===== config.mk =====
export PLATFORM = sky130hd
export DESIGN_NAME = wr_arb_ctrl
export DESIGN_NICKNAME = d
export VERILOG_FILES = /design/src/rtl/wr_arb_ctrl.sv
export SDC_FILE = /design/constraint.sdc
export NUM_CORES = 1
export LEC_CHECK = 0
export ABC_AREA = 1
export BUFFER_PORTS_ARGS = -buffer_cell sky130_fd_sc_hd__buf_2
export CAP_MARGIN = 0
export CORE_AREA = 2 2 62 64
export CTS_CLUSTER_DIAMETER = 30
export DETAILED_ROUTE_END_ITERATION = 8
export DIE_AREA = 0 0 64 66
export PLACE_DENSITY = 0.78
export RECOVER_POWER = 50
export SLEW_MARGIN = 25
export SYNTH_ARGS = -nofsm -noshare
export SYNTH_HDL_FRONTEND = slang
export SYNTH_SLANG_ARGS = --single-unit

===== constraint.sdc =====
create_clock -name wr_clk -period 3.35 [get_ports wr_clk]
set_input_delay 0.1675 -clock wr_clk [delete_from_list [all_inputs] [get_ports wr_clk]]
set_output_delay 0.1675 -clock wr_clk [all_outputs]
set_load 0.02 [all_outputs]

===== src/rtl/wr_arb_ctrl.sv =====
// Write-side controller for the async FIFO: round-robin arbitration of NREQ requesters onto one write port,
// write pointer (binary/Gray), registered full flag. Optional almost_full via `WR_ARB_ALMOST_FULL_EN.
module wr_arb_ctrl #(
   parameter int SIZE      = 4,
   parameter int NREQ      = 4,
   parameter int DW        = 8,
   parameter int AF_MARGIN = 2
) (
   input  logic               wr_clk,
   input  logic               rst_n,
   input  logic [NREQ-1:0]    req,
   input  logic [NREQ*DW-1:0] req_data,
   output logic [NREQ-1:0]    gnt,
   input  logic [SIZE:0]      rq_ptr_gray_sync,
   output logic               wr_en,
   output logic [SIZE-1:0]    wr_addr,
   output logic [DW-1:0]      wr_data,
   output logic [SIZE:0]      wr_ptr_gray,
   output logic               full,
   output logic               almost_full
);

   localparam int LW = (NREQ > 1) ? $clog2(NREQ) : 1;

   logic [SIZE:0]   wbin_q, wbin_d;
   logic [SIZE:0]   wgray_q, wgray_d;
   logic [LW-1:0]   last_q, last_d;
   logic            wr_en_q, wr_en_d;
   logic [SIZE-1:0] wr_addr_q, wr_addr_d;
   logic [DW-1:0]   wr_data_q, wr_data_d;
   logic            full_q, full_d;
   logic            af_q, af_d;

   logic            accept;
   logic [LW-1:0]   gnt_idx;
   int              idx;

   // Circular scan starting just after the last winner; gated by reset and by full.
   always_comb begin
      gnt     = '0;
      accept  = 1'b0;
      gnt_idx = last_q;
      idx     = 0;
      if (rst_n && !full_q) begin
         for (int i = 1; i <= NREQ; i++) begin
            idx = (int'(last_q) + i) % NREQ;
            if (!accept && req[idx]) begin
               accept  = 1'b1;
               gnt_idx = LW'(idx);
            end
         end
      end
      if (accept) gnt[gnt_idx] = 1'b1;
   end

   always_comb begin
      wbin_d    = wbin_q + {{SIZE{1'b0}}, accept};
      wgray_d   = wbin_d ^ (wbin_d >> 1);
      last_d    = accept ? gnt_idx : last_q;
      wr_en_d   = accept;
      wr_addr_d = accept ? wbin_q[SIZE-1:0] : wr_addr_q;
      wr_data_d = accept ? req_data[gnt_idx*DW +: DW] : wr_data_q;
      // Full when the next write pointer laps the read pointer by exactly one FIFO depth.
      full_d    = (wgray_d == {~rq_ptr_gray_sync[SIZE:SIZE-1], rq_ptr_gray_sync[SIZE-2:0]});
   end

`ifdef WR_ARB_ALMOST_FULL_EN
   logic [SIZE:0]   rbin;
   logic [SIZE:0]   used;
   logic [SIZE+1:0] free_slots;

   always_comb begin
      rbin = '0;
      for (int i = 0; i <= SIZE; i++) rbin[i] = ^(rq_ptr_gray_sync >> i);
      used       = wbin_d - rbin;
      free_slots = (SIZE+2)'(1 << SIZE) - {1'b0, used};
      af_d       = (int'(free_slots) <= AF_MARGIN);
   end
`else
   always_comb af_d = 1'b0;
`endif

   always_ff @(posedge wr_clk or negedge rst_n) begin
      if (!rst_n) begin
         wbin_q    <= '0;
         wgray_q   <= '0;
         last_q    <= LW'(NREQ - 1);
         wr_en_q   <= 1'b0;
         wr_addr_q <= '0;
         wr_data_q <= '0;
         full_q    <= 1'b0;
         af_q      <= 1'b0;
      end else begin
         wbin_q    <= wbin_d;
         wgray_q   <= wgray_d;
         last_q    <= last_d;
         wr_en_q   <= wr_en_d;
         wr_addr_q <= wr_addr_d;
         wr_data_q <= wr_data_d;
         full_q    <= full_d;
         af_q      <= af_d;
      end
   end

   assign wr_en       = wr_en_q;
   assign wr_addr     = wr_addr_q;
   assign wr_data     = wr_data_q;
   assign wr_ptr_gray = wgray_q;
   assign full        = full_q;
   assign almost_full = af_q;

endmodule


==> flow_summary.json <==
{
  "status": "complete, no violations",
  "reg2reg_depth": 14,
  "cts_max_path_buffers": 2,
  "crit_type": "reg -> out",
  "area_growth_pct": 22.46,
  "fp-row-count": 22,
  "place_inst": 350,
  "p_leak_nw": 1.203,
  "netlist_instances": 242,
  "synthTopCellsByCount": "nand2_1, nand3_1, inv_1",
  "synthesis.area_mm2": 0.001665,
  "antenna_left": 0,
  "setup_viol": 0,
  "syn_nets": 287,
  "path_clk_slew_ns": 0.14,
  "yosysMostFrequentCell": "nand2_1",
  "slew_headroom_pct": 14.41,
  "yosys_warnings": 0,
  "clkPwrFrac_pct": 6.3,
  "slowest_delay_ns": 0.68,
  "layout_setup_ws_ns": 0.3036,
  "initial_core_util_pct": 46.90,
  "grt_pass1_wl_um": 6492,
  "cts.sinks": 25,
  "power_frac_comb_pct": 67.5,
  "cp_cell_sequence": "inv_6 > nand2_1 > nand3_1 > nand2_2 > nand2_1 > nand2_1 > nand4_1 > nand2_4 > inv_2 > nor3_1 > buf_2",
  "synth_flop_cell": "dfrtp_1",
  "root_buffer": "clkbuf_4",
  "hold_violations": 0,
  "drt_iter0_markers": 57,
  "fmax_ghz": 0.3283,
  "holdPathStages": 3,
  "dr.pass1.iters": 4,
  "synth_top_cell_area_share_pct": 34.56,
  "fin_setup_tns_ns": 0,
  "layout.cells.non_filler": 355,
  "grt_max_degree": 26,
  "sw_frac_of_total_pct": 54.11,
  "viasPerCell": 4.741,
  "p_sw_mw": 1.207,
  "critPathArrivalTime_ns": 2.88,
  "vias": 1683,
  "cp.required_ns": 3.18,
  "drt_drc_violations_left": 0,
  "cap_violations": 0,
  "numCtsBuffers": 3,
  "max_slew.worst_pin.slew_ns": 1.284,
  "worst-path-max-fanout": 22,
  "die_x_um": 64,
  "finalPower_mw": 2.231,
  "avgSynthCellArea_um2": 6.882,
  "clk_latency_ns": 0.33,
  "antenna_found_initial": 0,
  "synth_area_leaders": "dfrtp_1, nand2_1, nand3_1, inv_1, xor2_1",
  "track_usage_pct": 19.75,
  "end_kind": "primary output",
  "synth_top_area_cell": "dfrtp_1",
  "yosys_register_bits": 25,
  "fin_nets": 353,
  "fp.dieH_um": 66,
  "port_buffers": 65,
  "htreeDepth": 1,
  "finClkSkew_ns": 0.003858,
  "drv_slew": 0,
  "dp_hpwl_um": 3042,
  "coreArea_mm2": 0.003551,
  "ir_drop_mv": 0.5591,
  "synth-edff-count": 0,
  "cts_tree": "built",
  "start_kind": "flip-flop",
  "place_congestion": 0.8327,
  "postRouteWirelength_um": 3907,
  "ys_seq_area_share_pct": 37.72,
  "hold_path_class": "in -> reg",
  "pre_cts_ws_ns": 0.5529,
  "path_common_cell": "nand2_1",
  "reg2reg_slack_ns": 0.55,
  "routedWlPerCell_um": 11.01,
  "async_flop_share_pct": 100.0,
  "fin_crit_ns": 3.046,
  "cts_setup_buffers": 0,
  "post-route-period-util_pct": 90.94,
  "p_per_area_mw_per_mm2": 1094,
  "num_io_pins": 67,
  "internal_power_mw": 1.024,
  "finish.instance_area_mm2": 0.002039,
  "fillers": 349,
  "cp_slowest_cell": "dfstp_2",
  "grt_pass1_vias": 1519,
  "synth_cell_type_count": 27,
  "placed_area_mm2": 0.002013,
  "rsz0062_at_grt": "false",
  "die-area_mm2": 0.004224,
  "grt_overflow": 0,
  "antenna_cells": 0,
  "final_layout_size_suffix_gt1_share_pct": 26.06,
  "p_seq_share_pct": 26.2
}
power groups by stage:
stage | logic, mW | clock network [mW] | registers, mW
2_1_floorplan | 1.08 | 0 | 0.690
3_3_place_gp | 1.50 | 0 | 0.585
3_5_place_dp | 1.53 | 0 | 0.586
4_1_cts | 1.54 | 0.144 | 0.585
5_1_grt | 1.69 | 0.152 | 0.609
6_report | 1.51 | 0.140 | 0.585
placed cells by master, fill, tap and decap left out, types with 3 or more instances in the layout:
cell type / count
clkbuf_1: 13
xnor2_1: 4
clkbuf_4: 3
inv_2: 5
nand3_1: 39
xor2_1: 7
or2_2: 3
nand2_1: 82
nor2_1: 6
nand4_1: 3
buf_2: 53
nand2_2: 6
inv_1: 37
dfrtp_1: 23
metrics by stage:
step | utilization (%) | hold slack [ns]
3_5_place_dp | 56.69 | 0.1885
4_1_cts | 57.82 | 0.1021
3_3_place_gp | 56.69 | 0.1800
2_1_floorplan | - | -0.1281
6_report | 57.43 | 0.1053
5_1_grt | 57.43 | 0.1058
cell type report:
cell class / instances / area [um2] / share of cell area, %
clock inverter: 1 / 7.507 / 0.3681
timing repair buffer: 69 / 339.1 / 16.63
inverter: 44 / 170.2 / 8.344
clock buffer: 3 / 22.52 / 1.104
multi-input combinational: 165 / 812.0 / 39.82
tap: 48 / 60.06 / 2.945
sequential: 25 / 628.1 / 30.80
per-layer routing:
metal  GRT usage, %  wire length (um)
met2          34.38              1928
met4          7.609                60
met5              0                 0
met1          24.70              1693
met3          2.896               225
kinds of logic (layout without fill, tap and decap cells):
family          count (synthesis)  in the layout  share of synthesized area, %
buf+inv                        52            117                         13.82
other cells                     1              1                        0.2252
simple gates                  147            147                         39.75
xor+xnor                       11             11                         5.785
fa+ha+maj                       2              2                         1.502
compound gates                  4              4                         1.202
flops                          25             25                         37.72
critical path: cells and delay by family, from the launching register on:
| family | cells | cell delay (ns) |
|---|---|---|
| buffers and inverters | 3 | 0.40 |
| and+or+nand+nor | 8 | 1.45 |
| DFF | 1 | 0.68 |
flip-flops by register name, summed over array words and instances (netlist names):
signal and cells:
wr_data 8, wbin_q 5, wr_addr 4, wr_ptr_gray 4
last_q 2, full 1, wr_en 1
worst paths after layout:
check,startpoint,endpoint
worst max register to register,last_q[0],full
worst max-delay path,last_q[0],gnt[0]
worst min register to register,wr_data[7],wr_data[7]
max in group asynchronous,rst_n,wbin_q[0]
min in group asynchronous,rst_n,wr_data[1]
worst min-delay path,rq_ptr_gray_sync[3],full
repair_timing:
item / 4_1_cts / 5_1_grt
hold buffers: 1 / 0
resized for setup: 0 / 1
endpoints found under the hold margin: 23 / 0
setup endpoints to repair: 0 / 1
No activity file was read; power rests on OpenSTA's default activity.
